===== config.mk =====
export PLATFORM = sky130hd
export DESIGN_NAME = hub75_scan_ctrl
export DESIGN_NICKNAME = d
export VERILOG_FILES = /design/src/rtl/hub75_scan_ctrl.sv
export SDC_FILE = /design/constraint.sdc
export NUM_CORES = 1
export LEC_CHECK = 0
export CAP_MARGIN = 40
export CORE_MARGIN = 3
export CORE_UTILIZATION = 45
export DETAILED_ROUTE_END_ITERATION = 16
export PLACE_DENSITY = 0.69
export SYNTH_ARGS = -nofsm -noshare
export SYNTH_HDL_FRONTEND = slang
export SYNTH_SLANG_ARGS = --single-unit

===== constraint.sdc =====
create_clock -name clk -period 6.99 [get_ports clk]
set_clock_uncertainty 0.15 [all_clocks]
set_input_delay 1.0485 -clock clk [delete_from_list [all_inputs] [get_ports clk]]
set_output_delay 1.0485 -clock clk [all_outputs]
set_load 0.03 [all_outputs]

===== src/rtl/hub75_scan_ctrl.sv =====
// HUB75 scan sequencer: fetches bit-plane rows into the planes cache, shifts them to the panel,
// latches and displays each plane for BASE_TICKS<<plane clocks (binary-coded modulation).
// Optional macro SCAN_FRAME_PULSE_EN adds out_FRAME, a one-clock pulse at the end of each frame.
module hub75_scan_ctrl #(
    parameter int COLS       = 64,
    parameter int ROW_BITS   = 5,
    parameter int PLANES     = 8,
    parameter int BASE_TICKS = 4
) (
    input  logic                                        clk,
    input  logic                                        rst_n,
    input  logic                                        in_EN,
    input  logic                                        in_VALID,
    input  logic [5:0]                                  in_RGB01,
    output logic                                        out_REQ,
    output logic [ROW_BITS-1:0]                         out_REQ_ROW,
    output logic                                        out_REQ_HALF,
    output logic [((PLANES > 1) ? $clog2(PLANES) : 1)-1:0] out_REQ_PLANE,
    output logic                                        out_LOAD0,
    output logic                                        out_LOAD1,
    output logic                                        out_SHIFT,
    output logic                                        out_PCLK,
    output logic [5:0]                                  out_RGB,
    output logic                                        out_LAT,
    output logic                                        out_OE_n,
`ifdef SCAN_FRAME_PULSE_EN
    output logic                                        out_FRAME,
`endif
    output logic [ROW_BITS-1:0]                         out_ROW
);

    localparam int PLANE_W = (PLANES > 1) ? $clog2(PLANES) : 1;
    localparam int COL_W   = (COLS > 1) ? $clog2(COLS) : 1;
    localparam int TIMER_W = $clog2(BASE_TICKS) + PLANES;

    localparam logic [PLANE_W-1:0]  LAST_PLANE = PLANE_W'(PLANES - 1);
    localparam logic [COL_W-1:0]    LAST_COL   = COL_W'(COLS - 1);
    localparam logic [ROW_BITS-1:0] LAST_ROW   = {ROW_BITS{1'b1}};
    localparam logic [TIMER_W-1:0]  BASE_T     = TIMER_W'(BASE_TICKS);

    typedef enum logic [2:0] {
        IDLE,
        FETCH0,
        FETCH1,
        SHIFT,
        LATCH,
        DISPLAY
    } state_t;

    state_t               state_reg, state_next;
    logic [ROW_BITS-1:0]  row_reg, row_next;
    logic [PLANE_W-1:0]   plane_reg, plane_next;
    logic [COL_W-1:0]     col_reg, col_next;
    logic                 phase_reg, phase_next;
    logic [TIMER_W-1:0]   timer_reg, timer_next;
    logic [5:0]           rgb_reg;
    logic [ROW_BITS-1:0]  out_row_reg;
    logic                 display_expiry;
    logic                 rgb_capture;
    logic                 row_capture;

    // Timer counts down to zero; the cycle it reads zero is the last lit clock of the plane.
    assign display_expiry = (state_reg == DISPLAY) && (timer_reg == '0);
    assign rgb_capture    = (state_reg == SHIFT) && !phase_reg;
    assign row_capture    = (state_reg == LATCH);

    always_ff @(posedge clk or negedge rst_n) begin
        if (!rst_n) begin
            state_reg <= IDLE;
            row_reg   <= '0;
            plane_reg <= '0;
            col_reg   <= '0;
            phase_reg <= 1'b0;
            timer_reg <= '0;
        end else begin
            state_reg <= state_next;
            row_reg   <= row_next;
            plane_reg <= plane_next;
            col_reg   <= col_next;
            phase_reg <= phase_next;
            timer_reg <= timer_next;
        end
    end

    always_ff @(posedge clk or negedge rst_n) begin
        if (!rst_n) begin
            rgb_reg     <= '0;
            out_row_reg <= '0;
        end else begin
            if (rgb_capture) begin
                rgb_reg <= in_RGB01;
            end
            if (row_capture) begin
                out_row_reg <= row_reg;
            end
        end
    end

    always_comb begin
        state_next = state_reg;
        row_next   = row_reg;
        plane_next = plane_reg;
        col_next   = col_reg;
        phase_next = phase_reg;
        timer_next = timer_reg;

        case (state_reg)
            IDLE: begin
                row_next   = '0;
                plane_next = '0;
                col_next   = '0;
                phase_next = 1'b0;
                if (in_EN) begin
                    state_next = FETCH0;
                end
            end
            FETCH0: begin
                if (in_VALID) begin
                    state_next = FETCH1;
                end
            end
            FETCH1: begin
                col_next   = '0;
                phase_next = 1'b0;
                if (in_VALID) begin
                    state_next = SHIFT;
                end
            end
            SHIFT: begin
                phase_next = !phase_reg;
                if (phase_reg) begin
                    if (col_reg == LAST_COL) begin
                        col_next   = '0;
                        state_next = LATCH;
                    end else begin
                        col_next = col_reg + 1'b1;
                    end
                end
            end
            LATCH: begin
                timer_next = (BASE_T << plane_reg) - 1'b1;
                state_next = DISPLAY;
            end
            DISPLAY: begin
                if (timer_reg == '0) begin
                    if (plane_reg == LAST_PLANE) begin
                        plane_next = '0;
                        row_next   = row_reg + 1'b1;
                    end else begin
                        plane_next = plane_reg + 1'b1;
                    end
                    if (in_EN) begin
                        state_next = FETCH0;
                    end else begin
                        // A stopped scan restarts from the top of the frame.
                        state_next = IDLE;
                        row_next   = '0;
                        plane_next = '0;
                    end
                end else begin
                    timer_next = timer_reg - 1'b1;
                end
            end
            default: begin
                state_next = IDLE;
            end
        endcase
    end

    // Outputs decode directly from the state register so an async reset blanks the panel at once.
    always_comb begin
        out_REQ      = (state_reg == FETCH0) || (state_reg == FETCH1);
        out_REQ_HALF = (state_reg == FETCH1);
        out_LOAD0    = (state_reg == FETCH0) && in_VALID;
        out_LOAD1    = (state_reg == FETCH1) && in_VALID;
        out_SHIFT    = (state_reg == SHIFT) && phase_reg;
        out_PCLK     = (state_reg == SHIFT) && phase_reg;
        out_LAT      = (state_reg == LATCH);
        out_OE_n     = (state_reg != DISPLAY);
    end

    assign out_REQ_ROW   = row_reg;
    assign out_REQ_PLANE = plane_reg;
    assign out_RGB       = rgb_reg;
    assign out_ROW       = out_row_reg;

`ifdef SCAN_FRAME_PULSE_EN
    assign out_FRAME = display_expiry && (plane_reg == LAST_PLANE) && (row_reg == LAST_ROW);
`endif

endmodule


==> reports/qor.yml <==
run_status:
  run_status: "finished, final reports clean"
logic_synthesis:
  yosys-top-cells-area: "sky130_fd_sc_hd__dfrtp_1 (41%), sky130_fd_sc_hd__mux2_2 (5.2%), sky130_fd_sc_hd__ha_1 (4.7%)"
  syn-mean-instance-area_um2: 9.55
  syn_inst: 249
  ys_warn_count: 0
  ys_seq_area_share_pct: 41.1
  synth.most_common_cell: "sky130_fd_sc_hd__dfrtp_1"
  synth_top_area_share_pct: 41.1
  synth-seq-cells: 39
  syn_area_um2: 2380
  netlist.top_cell.by_area: "sky130_fd_sc_hd__dfrtp_1"
  synth.lib_cells_used.distinct: 55
  synth-main-ff-cell: "sky130_fd_sc_hd__dfrtp_1"
  synth_edf_count: 0
  synthesized_net_count: 268
  synthArstFlopShare_pct: 100
  yosys-top-cells-count: "sky130_fd_sc_hd__dfrtp_1 (39), sky130_fd_sc_hd__nand2_1 (21), sky130_fd_sc_hd__nor2_1 (15), sky130_fd_sc_hd__o21ai_0 (14), sky130_fd_sc_hd__nand3_1 (12)"
global_routing:
  grt_pass1_vias: 1911
  grt_antenna_before_repair: 0
  grt-ovfl-total: 0
  global_route_wire_length_before_repair_um: 9200
  track_usage_pct: 18.4
  grt_max_degree: 27
placed_design:
  hpwl_after_detailed_placement_um: 3740
  post-place-ws_ns: 3.28
  globalplace.congestion: 0.795
  io_buffers: 36
final_layout:
  areaGrowthSynthToFinish_pct: 21.0
  largest_register_ffs: 10
  final.fill_count: 450
  layout-drive-gt1-share_pct: 9.68
  layout.nets: 297
  insertedDiodeCount: 0
routing:
  postRouteAntennaNets: 0
  first_pass_iters: 4
  top_layer: "met4"
  met2_length_um: 2360
  wl_met3_um: 292
  viasPerCell: 5.71
  routed-via-count: 1974
  wire_per_inst_um: 14.9
  met1_length_um: 2450
  finalWirelength_um: 5160
  drc: 0
  drtIter0Drc: 166
clock_tree:
  post-cts-setup-buffer-count: 0
  cts-buffers-inserted: 5
  clock_net_sink_count: 39
  post_cts_resize_count: 0
  clk_latency_ns: 0.29
  htreeDepth: 2
  cts_root_buf: "sky130_fd_sc_hd__clkbuf_8"
  cts_max_path_buffers: 2
  post_cts_hold_buffer_count: 0
  path_clk_slew_ns: 0.08
  tritoncts_clock_tree: "done"
hold_path:
  min_path_cells: 1
  worstHoldPathType: "reg2reg"
critical_path:
  end_kind: "output pin"
  crit_end: "out_OE_n"
  cp_class: "reg2out"
  reg2reg_depth: 8
  critical_path.max_fanout: 26
  r2r_end: "timer_reg[8]"
  crit_path_launch_type: "flip-flop"
  critical_path_arrival_ns: 2.66
  worst_r2r_startpoint: "state_reg[0]"
  critical_path.startpoint: "state_reg[0]"
  regToRegSetupSlack_ns: 4.13
  timing.critical_path.required_ns: 5.79
pwr:
  power.density_cell_area_nw_per_um2: 252
  static-leakage-power_nw: 1.26
  total_power_mw: 0.726
  ir_worst_vdd_v: 0.000199
floorplanning:
  floorplan.io_pins: 37
  starting_utilization_of_the_core_area_pct: 48.4
  area_enclosed_by_the_die_boundary_um2: 6190
  die_width_um: 78.7
  die_height_um: 78.7
  total_number_of_placement_rows: 25
  floorplan.core_area_um2: 4910
sta:
  rsz_0062_raised_after_global_routing: "no"
  fin_crit_sh_pct: 55.2
  worst_slew_margin_rel_pct: 52.2
  timing.final.crit_period_ns: 3.86
  finalSetupTns_ns: 0
  timing.final.max_slew_violations: 0
  max_freq_mhz: 259
  tightest_slew_ns: 0.716
  finalSetupViolations: 0
  final.setup.worst_slack_ns: 3.13
  hold_viol: 0
run:
  max-cap-violations: 0
-- report_power, final --
part,total (mW),internal (mW),switching (mW)
logic,0.206,0.0981,0.108
registers,0.295,0.264,0.0310
clock network,0.225,0.143,0.0822
-- placed cells by master (no fill, tap or decap), types with 3 or more instances in the layout --
cell type                         count
sky130_fd_sc_hd__xnor2_1              6
sky130_fd_sc_hd__nand3_1             12
sky130_fd_sc_hd__o21ai_1              3
sky130_fd_sc_hd__nor2_1              15
sky130_fd_sc_hd__mux2_2              11
sky130_fd_sc_hd__nor3_1               7
sky130_fd_sc_hd__a22o_1               5
sky130_fd_sc_hd__xor2_1               4
sky130_fd_sc_hd__a21oi_1             10
sky130_fd_sc_hd__clkbuf_8             5
sky130_fd_sc_hd__o211ai_1             3
sky130_fd_sc_hd__inv_1               10
sky130_fd_sc_hd__dfrtp_1             39
sky130_fd_sc_hd__and3_1               6
sky130_fd_sc_hd__nor2b_1              5
sky130_fd_sc_hd__nand4_1              7
sky130_fd_sc_hd__ha_1                 9
sky130_fd_sc_hd__nand2b_1             3
sky130_fd_sc_hd__o21ai_0             14
sky130_fd_sc_hd__o311ai_0             3
sky130_fd_sc_hd__a21o_1               6
sky130_fd_sc_hd__nand2_1             21
sky130_fd_sc_hd__clkdlybuf4s50_1     35
sky130_fd_sc_hd__o31ai_1              3
-- per-layer routing --
| metal | up-vias | track usage (%) |
|---|---|---|
| met1 | 946 | 25.7 |
| met4 | 0 | 4.90 |
| met5 | - | 0 |
| met2 | 45 | 28.4 |
| met3 | 9 | 4.93 |
| li1 | 974 | - |
-- logic make-up (layout without fill, tap and decap cells) --
| logic type | count (synthesis) | count (layout) | synth area share (%) |
|---|---|---|---|
| AND/OR/NAND/NOR | 87 | 87 | 18.7 |
| adder cells (fa/ha/maj) | 9 | 9 | 4.74 |
| XOR/XNOR | 10 | 10 | 3.68 |
| AO/OA/AOI/OAI | 65 | 65 | 19.6 |
| multiplexers | 13 | 13 | 6.58 |
| flip-flops | 39 | 39 | 41.1 |
| buffers and inverters | 26 | 56 | 5.63 |
-- cell type report --
class | count | area, µm² | share of cell area, %
multi-input cells | 184 | 1270 | 44.1
inverters | 11 | 41.3 | 1.44
well taps | 67 | 83.8 | 2.91
flip-flops and latches | 39 | 976 | 33.9
repair buffers | 37 | 375 | 13.0
clock inverters | 2 | 60.1 | 2.09
clock buffers | 6 | 72.6 | 2.52
-- through the flow --
stage	std cells	instance area [µm²]	hold WS, ns	utilization, %
floorplan	249	2380	0.329	-
global placement	337	2720	0.338	55.5
detailed placement	338	2740	0.344	55.9
CTS	346	2880	0.361	58.6
global route	346	2880	0.382	58.6
finish	346	2880	0.356	58.6
-- critical path, stage by stage, from the launching register on --
cell	delay, ns
sky130_fd_sc_hd__dfrtp_1	0.81
sky130_fd_sc_hd__and3b_1	0.65
sky130_fd_sc_hd__inv_2	0.25
sky130_fd_sc_hd__clkdlybuf4s50_1	0.65
-- how the worst min path moves through the flow --
stage | from | endpoint | slack (ns)
2_1_floorplan | timer_reg[9] | timer_reg[9] | 0.33
3_3_place_gp | out_RGB[3] | out_RGB[3] | 0.34
3_5_place_dp | out_RGB[4] | out_RGB[4] | 0.34
4_1_cts | out_ROW[3] | out_ROW[3] | 0.36
5_1_grt | out_ROW[1] | out_ROW[1] | 0.38
6_report | out_ROW[3] | out_ROW[3] | 0.36
Note: power is estimated with default switching activity, not from simulation.
